<file path="src/rtl/microwave_pkg.sv">
// Shared constants for the microwave controller blocks: BCD digit width,
// digit limits used by the cook timer, and the 1 Hz prescaler divide ratio.
package microwave_pkg;

    localparam int BCD_W = 4;

    localparam logic [BCD_W-1:0] BCD_NINE     = 4'd9;
    localparam logic [BCD_W-1:0] MAX_SEC_TENS = 4'd5;

    // Clock cycles per 1 Hz tick; shared with the prescaler that produces tick_1hz.
    localparam int TICK_DIV = 50_000_000;

    // True when the value is a legal decimal digit (0..9).
    function automatic logic is_bcd(input logic [BCD_W-1:0] d);
        return d <= BCD_NINE;
    endfunction

endpackage

</file>
<file path="src/rtl/bcd_down_digit.sv">
// One BCD digit of a down-counter. Priority: clear, decrement, load.
// On decrement from zero the digit takes wrap_val and raises borrow_out
// so the next more-significant digit decrements in the same cycle.
module bcd_down_digit #(
    parameter int DIGIT_W = microwave_pkg::BCD_W
) (
    input  logic               clk,
    input  logic               rst,
    input  logic               dec_en,
    input  logic               load_en,
    input  logic [DIGIT_W-1:0] load_val,
    input  logic               clr,
    input  logic [DIGIT_W-1:0] wrap_val,
    output logic [DIGIT_W-1:0] digit,
    output logic               borrow_out
);

    localparam logic [DIGIT_W-1:0] ONE = DIGIT_W'(1);

    assign borrow_out = dec_en & (digit == '0);

    // Digit register: clear beats decrement, decrement beats load.
    always_ff @(posedge clk or posedge rst) begin
        if (rst) begin
            digit <= '0;
        end else if (clr) begin
            digit <= '0;
        end else if (dec_en) begin
            digit <= (digit == '0) ? wrap_val : (digit - ONE);
        end else if (load_en) begin
            digit <= load_val;
        end
    end

endmodule

</file>
<file path="src/rtl/cook_timer.sv">
// Microwave cook timer: MM:SS BCD count entered from the keypad by shifting
// digits in from the right, counted down once per 1 Hz tick while the
// magnetron runs. timer_done flags a count of 00:00 and is registered from
// the next-state count so it changes on the same edge as the digits.
module cook_timer #(
    parameter int                  DIGIT_W      = microwave_pkg::BCD_W,
    parameter logic [DIGIT_W-1:0]  MAX_SEC_TENS = microwave_pkg::MAX_SEC_TENS
) (
    input  logic               clk,
    input  logic               rst,
    input  logic               keyn,
    input  logic [DIGIT_W-1:0] key_digit,
    input  logic               clrn,
    input  logic               mag_on,
    input  logic               tick_1hz,
    output logic [DIGIT_W-1:0] min_tens,
    output logic [DIGIT_W-1:0] min_ones,
    output logic [DIGIT_W-1:0] sec_tens,
    output logic [DIGIT_W-1:0] sec_ones,
    output logic               timer_done
);

    import microwave_pkg::*;

    localparam logic [DIGIT_W-1:0] ONE  = DIGIT_W'(1);
    localparam logic [DIGIT_W-1:0] NINE = DIGIT_W'(BCD_NINE);

    logic keyn_q;
    logic key_acc;
    logic count_nz;
    logic count_is_one;
    logic cnt_en;
    logic clr;
    logic so_borrow;
    logic st_borrow;
    logic mo_borrow;
    logic mt_borrow;
    logic done_nxt;

    // Keypad strobe history for falling-edge detection.
    always_ff @(posedge clk or posedge rst) begin
        if (rst) begin
            keyn_q <= 1'b1;
        end else begin
            keyn_q <= keyn;
        end
    end

    // A key is taken only on a falling strobe, with a legal digit, while idle.
    assign key_acc = keyn_q & ~keyn & ~mag_on & clrn & is_bcd(4'(key_digit));

    assign clr          = ~clrn;
    assign count_nz     = (min_tens | min_ones | sec_tens | sec_ones) != '0;
    assign count_is_one = (min_tens == '0) & (min_ones == '0) &
                          (sec_tens == '0) & (sec_ones == ONE);
    assign cnt_en       = mag_on & tick_1hz & clrn & count_nz;

    bcd_down_digit #(.DIGIT_W(DIGIT_W)) u_sec_ones (
        .clk        (clk),
        .rst        (rst),
        .dec_en     (cnt_en),
        .load_en    (key_acc),
        .load_val   (key_digit),
        .clr        (clr),
        .wrap_val   (NINE),
        .digit      (sec_ones),
        .borrow_out (so_borrow)
    );

    // Seconds tens may hold 6..9 after entry; it only reloads to MAX_SEC_TENS on borrow.
    bcd_down_digit #(.DIGIT_W(DIGIT_W)) u_sec_tens (
        .clk        (clk),
        .rst        (rst),
        .dec_en     (so_borrow),
        .load_en    (key_acc),
        .load_val   (sec_ones),
        .clr        (clr),
        .wrap_val   (MAX_SEC_TENS),
        .digit      (sec_tens),
        .borrow_out (st_borrow)
    );

    bcd_down_digit #(.DIGIT_W(DIGIT_W)) u_min_ones (
        .clk        (clk),
        .rst        (rst),
        .dec_en     (st_borrow),
        .load_en    (key_acc),
        .load_val   (sec_tens),
        .clr        (clr),
        .wrap_val   (NINE),
        .digit      (min_ones),
        .borrow_out (mo_borrow)
    );

    // Minutes tens never wraps because countdown stops at 00:00; its borrow is unused.
    bcd_down_digit #(.DIGIT_W(DIGIT_W)) u_min_tens (
        .clk        (clk),
        .rst        (rst),
        .dec_en     (mo_borrow),
        .load_en    (key_acc),
        .load_val   (min_ones),
        .clr        (clr),
        .wrap_val   (NINE),
        .digit      (min_tens),
        .borrow_out (mt_borrow)
    );

    // Next-state zero flag: a decrement reaches zero only from 00:01; a key
    // entry gives zero only when every shifted-in digit is zero.
    always_comb begin
        done_nxt = timer_done;
        if (!clrn) begin
            done_nxt = 1'b1;
        end else if (cnt_en) begin
            done_nxt = count_is_one;
        end else if (key_acc) begin
            done_nxt = ({min_ones, sec_tens, sec_ones, key_digit} == '0);
        end
    end

    // timer_done register, aligned with the digit registers.
    always_ff @(posedge clk or posedge rst) begin
        if (rst) begin
            timer_done <= 1'b1;
        end else begin
            timer_done <= done_nxt;
        end
    end

endmodule
</file>
<file path="config.mk">
export PLATFORM = sky130hd
export DESIGN_NAME = cook_timer
export DESIGN_NICKNAME = d
export VERILOG_FILES = /design/src/rtl/microwave_pkg.sv /design/src/rtl/bcd_down_digit.sv /design/src/rtl/cook_timer.sv
export SDC_FILE = /design/constraint.sdc
export NUM_CORES = 1
export LEC_CHECK = 0
export ABC_CLOCK_PERIOD_IN_PS = 4900
export CAP_MARGIN = 0
export CORE_MARGIN = 2
export CORE_UTILIZATION = 23
export DETAILED_ROUTE_END_ITERATION = 7
export GPL_TIMING_DRIVEN = 1
export SLEW_MARGIN = 20
export SYNTH_ARGS = -nofsm -noshare
export SYNTH_HDL_FRONTEND = slang
export SYNTH_SLANG_ARGS = --single-unit
</file>
<file path="constraint.sdc">
create_clock -name clk -period 4.9 [get_ports clk]
set_input_delay 1.47 -clock clk [delete_from_list [all_inputs] [get_ports clk]]
set_output_delay 1.47 -clock clk [all_outputs]
set_load 0.05 [all_outputs]
</file>
Word-level counts from Yosys, hierarchy flattened. Cells that the tools add are included.

Add/subtract/negate cells: 4. Magnitude comparators: 1. Equal/unequal tests: 5. Muxes and demuxes: 19. Bitwise operators: 18. Reduce and logical (&&, ||, !) cells: 6.

Operators by type and width (number): $mux 4 (16); $logic_not 16->1 (1); $logic_not 4->1 (4); $sub 4x1->4 const B (4); $and 1x1->1 (13); $ne 3x1->1 const B (4); $or 4x4->4 (3); $eq 4x1->1 const B (1); $le 4x4->1 const B (1); $reduce_bool 4->1 (1); $mux 1 (3); $not 1->1 (2).

Bits in registers: 18. Bits of input ports: 10. Output and inout bits: 17. Logic and storage cells: 59.

Logic depth before layout (Yosys ltp).
Depth in word-level cells: 10. Gate-level depth with buffers: 5. Depth with buffers taken out: 4.

By module. Synthesis repeated with hierarchy kept, for this count alone.

Cells, all modules: 180. Area, all modules: 1565.3 µm².

Modules (own cells, without submodules): bcd_down_digit (times used 4, cells an instance 39, area an instance 335.3 µm², sequential area each 100.1 µm²); cook_timer (times used 1, cells an instance 24, area an instance 224.0 µm², sequential area each 52.6 µm²).

Worst setup path after synthesis. No wires, ideal clock.

Path kind: input -> register. Start point: input port mag_on. End point: register u_sec_ones.digit[2]. Setup time: 0.124 ns. Arrival time: 2.650 ns. Required time: 4.776 ns. Path slack: 2.126 ns. Stages: 4. Path buffers: 0. Cell sequence: nor3b_1 > nand2_1 > and3_1 > o31a_1.

Cells in the longest elaborated chain, start to end: 5. Elaborated cells on any way between the ends: 10. Classes of those cells: eq/ne (1); mux (2); bitwise (7).

Ends and longest elaborated chain: from (decl) (RTL line cook_timer.sv:14) `input logic mag_on,`; $not 1->1 or $and 1x1->1 (tied branches) (RTL line cook_timer.sv:50, cook_timer.sv:56); $and 1x1->1 (on tied branches) (2 in a row) (RTL line cook_timer.sv:50, cook_timer.sv:56); $and 1x1->1 or $mux 4 (tied branches) (RTL line cook_timer.sv:50, bcd_down_digit.sv:28); $ne 3x1->1 (no line) or $mux 4 (tied branches); to (signal assigned) (RTL line bcd_down_digit.sv:29) `digit <= (digit == '0) ? wrap_val : (digit - ONE);`; to (signal assigned) (RTL line bcd_down_digit.sv:31) `digit <= load_val;`; to (decl) (RTL line bcd_down_digit.sv:14) `output logic [DIGIT_W-1:0] digit,`.

Parallel ways exist; a longest one is shown, timed or not. A chain may end at the register's enable or synchronous reset.

Worst setup path after layout.
Start point: input port clrn. End point: register u_sec_tens.digit[0].

Cells in the longest elaborated chain, start to end: 5. Elaborated cells on any way between the ends: 8. Classes of those cells: eq/ne (1); mux (2); bitwise (5).

Ends and longest elaborated chain: from (decl) (RTL line cook_timer.sv:13) `input logic clrn,`; $and 1x1->1 (2 in a row) (RTL line cook_timer.sv:56) `assign cnt_en = mag_on & tick_1hz & clrn & count_nz;`; $and 1x1->1 (RTL line bcd_down_digit.sv:20) `assign borrow_out = dec_en & (digit == '0);`; $mux 4 (RTL line bcd_down_digit.sv:28) `end else if (dec_en) begin`; $mux 4 (RTL line bcd_down_digit.sv:26) `end else if (clr) begin`; to (signal assigned) (RTL line bcd_down_digit.sv:29); to (signal assigned) (RTL line bcd_down_digit.sv:31); to (decl) (RTL line bcd_down_digit.sv:14).

Parallel ways exist; a longest one is shown, timed or not.

==> impl_metrics.py <==
metrics = {
    "status": {
        "status": "finished, final reports clean",
    },
    "worst_setup_path": {
        "cp_max_fo": 19,
        "arrival_ps": 3670,
        "slowest_delay_ps": 930,
        "end_kind": "register",
        "critical-path-top-delay-family": "buffers and inverters",
        "path_buf_inv": 1,
        "required_ps": 5060,
        "crit_chain": "clkdlybuf4s50_1 -> nand3_1 -> nor2_1 -> a221oi_1 -> a311oi_1",
        "cpMaxStageDelayCell": "clkdlybuf4s50_1",
        "critPathLaunch": "clrn",
        "crit_path_start_kind": "input pin",
        "r2r_start": "keyn_q$_DFF_PP1_",
        "critPathKind": "input pin to register",
    },
    "timing": {
        "tns_ps": 0,
        "fin_crit_ps": 3511,
        "worstMarginPinSlew_ps": 711.9,
        "slew_headroom_pct": 52.39,
        "timing_hold_violations_final": 0,
        "fmax_mhz": 284.8,
        "skew_ps": 1.219,
        "rsz0062_at_grt": "no",
        "final_max_slew_viol_count": 0,
        "setup_viol": 0,
        "post-route-period-util_pct": 71.65,
    },
    "logic_synthesis": {
        "synth-edff-count": 0,
        "synth.top_cell.area_share_pct": 31.37,
        "syn_avg_cell_area_um2": 9.248,
        "synth-seq-cells": 18,
        "yosysWarnings": 0,
        "netlist_instances": 138,
        "synth.distinct_cells": 52,
        "async_reset_ff_share_pct": 100.0,
        "synthesis.nets": 148,
        "synth_top_cell_by_area": "dfrtp_1",
        "ys.flop_type": "dfrtp_1",
        "synth_area_leaders": "dfrtp_1 31%, dfstp_2 4.1%, nand2_1 4.1%",
        "yosysSeqAreaShare_pct": 35.49,
        "netlist_area_um2": 1276,
    },
    "drt": {
        "vias": 1223,
        "ant_nets": 0,
        "wl_per_cell_um": 14.91,
        "drt_iter0_drc": 93,
        "viasPerCell": 5.249,
        "drc": 0,
        "routed_wl_um": 3475,
        "firstDrtPassIters": 4,
    },
    "clock_network": {
        "root_buffer": "clkbuf_8",
        "cts_buffers": 3,
        "cts_resized": 0,
        "clkTransAtPathRegs_ps": 70,
        "clock_insertion_delay_worst_skew_ps": 260,
        "clock_sinks": 18,
        "ctsHoldBuffers": 0,
        "htree_levels": 1,
        "post_cts_buffers": 0,
        "cts_buffer_depth": 2,
        "cts_tree": "built",
    },
    "worst_hold_path": {
        "hold_start": "timer_done$_DFFE_PP1P_",
        "hp-class": "register to register",
    },
    "die": {
        "io_pins": 27,
        "start_util_pct": 23.46,
        "die_h_um": 78.49,
        "chipWidth_um": 78.49,
        "core.rowCount": 27,
        "design.die.area_um2": 6161,
        "core-area_um2": 5439,
    },
    "placed_design": {
        "placedCellCount": 229,
        "portBuffers": 26,
        "dp.final_hpwl_um": 2445,
        "gp_congestion": 0.8252,
    },
    "cells_and_area": {
        "fillers": 571,
        "syn_to_final_growth_pct": 26.57,
        "layout.cells.non_filler": 233,
        "layout-drive-gt1-share_pct": 9.317,
        "layout.nets": 172,
        "diodes": 0,
    },
    "global_routing": {
        "grt_usage_pct": 11.80,
        "grt_pass1_wl_um": 5706,
        "global_route.overflow_total": 0,
        "grt_max_degree": 20,
        "first_global_vias": 1125,
        "antenna_found_initial": 0,
    },
    "pwr": {
        "irDropWorstVdd_mv": 0.07844,
        "p_leak_nw": 0.6080,
        "power.total_uw": 432.2,
        "cellPowerDensity_nw_per_um2": 267.6,
    },
    "run": {
        "maxCapViolCount": 0,
    },
}
==> worst paths after layout <==
kind | to | slack (ps) | cells after the start
min in group asynchronous | u_min_tens.digit[0]$_DFFE_PP0P_ | 1630 | 2
max | u_sec_tens.digit[0]$_DFFE_PP0P_ | 1390 | 5
min reg2reg | timer_done$_DFFE_PP1P_ | 500 | 2
max in group asynchronous | u_sec_ones.digit[0]$_DFFE_PP0P_ | 2820 | 2
max reg2reg | u_sec_tens.digit[0]$_DFFE_PP0P_ | 2690 | 4
min | timer_done$_DFFE_PP1P_ | 500 | 2
==> synthesized netlist by cell type, types with 2 or more instances <==
master	n
dfstp_2	2
or3_1	2
nor4_4	2
o31ai_1	2
and3_1	5
nand2_1	14
o21a_1	2
inv_1	3
o211ai_1	7
o21ai_0	9
nor3_1	7
a31oi_1	5
o221a_2	2
nand3_1	7
or4_1	3
dfrtp_1	16
nor2_1	7
a21oi_1	3
nand2b_1	2
buf_6	3
o21ai_1	2
buf_2	2
a32oi_1	2
==> worst reg2reg max path: stages, from the launching register on <==
cell      delay [ps]
dfstp_2          510
nor3b_1          460
and2_0           640
a221oi_1         200
a311oi_1         290
==> where the power goes <==
part,internal [mW],switching [mW],total [mW]
clock,0.0579,0.0539,0.112
combinational,0.0544,0.0892,0.144
sequential,0.158,0.0193,0.177
total,0.270,0.162,0.432
==> final cells by class <==
type,instances,area [um^2],share of cell area [%]
clock buffer,4,45.04,2.789
inverter,3,11.26,0.6971
multi-input combinational,110,755.7,46.79
sequential,18,452.9,28.04
tap,72,90.09,5.577
timing repair buffer,26,260.3,16.11
==> cells by family (layout without fill, tap and decap cells) <==
family | count (synthesis) | count (layout) | synth area share [%]
compound gates | 50 | 50 | 30.88
xor+xnor | 2 | 2 | 1.373
buf+inv | 10 | 33 | 5.294
flops | 18 | 18 | 35.49
mux | 1 | 1 | 0.7843
simple gates | 57 | 57 | 26.18
==> sequential cells by signal, summed over array words and instances, names as in the netlist <==
| register | flops |
|---|---|
| u_sec_tens.digit | 4 |
| u_min_ones.digit | 4 |
| timer_done | 1 |
| u_min_tens.digit | 4 |
| keyn_q | 1 |
| u_sec_ones.digit | 4 |
==> per-stage QoR <==
step / util, % / setup slack, ps / hold slack, ps / area, um^2
global route: 29.70 / 1223 / 515.3 / 1615
CTS: 29.70 / 1365 / 505.7 / 1615
floorplan: - / 2126 / 604.1 / 1276
finish: 29.70 / 1389 / 500.4 / 1615
detailed placement: 28.87 / 1105 / 495.1 / 1570
global placement: 28.87 / 1139 / 487.4 / 1570
==> layout by cell type (no fill, tap or decap), types with 2 or more instances in the layout <==
cell type / n
clkdlybuf4s50_1: 26
a21oi_1: 3
nand2b_1: 2
and3_1: 5
clkbuf_8: 3
nor4_4: 2
inv_1: 3
or3_1: 2
a31oi_1: 5
nor3_1: 7
nand2_1: 14
o21ai_1: 2
o221a_2: 2
dfrtp_1: 16
dfstp_2: 2
nand3_1: 7
o31ai_1: 2
o21ai_0: 9
a32oi_1: 2
nor2_1: 7
or4_1: 3
o211ai_1: 7
o21a_1: 2
==> routing by layer <==
layer	wire length (um)	GRT usage, %
met1	1699	15.73
met2	1601	18.97
met5	0	0
met3	125	1.954
met4	49	4.737
Power figures use the tool's default switching activity.
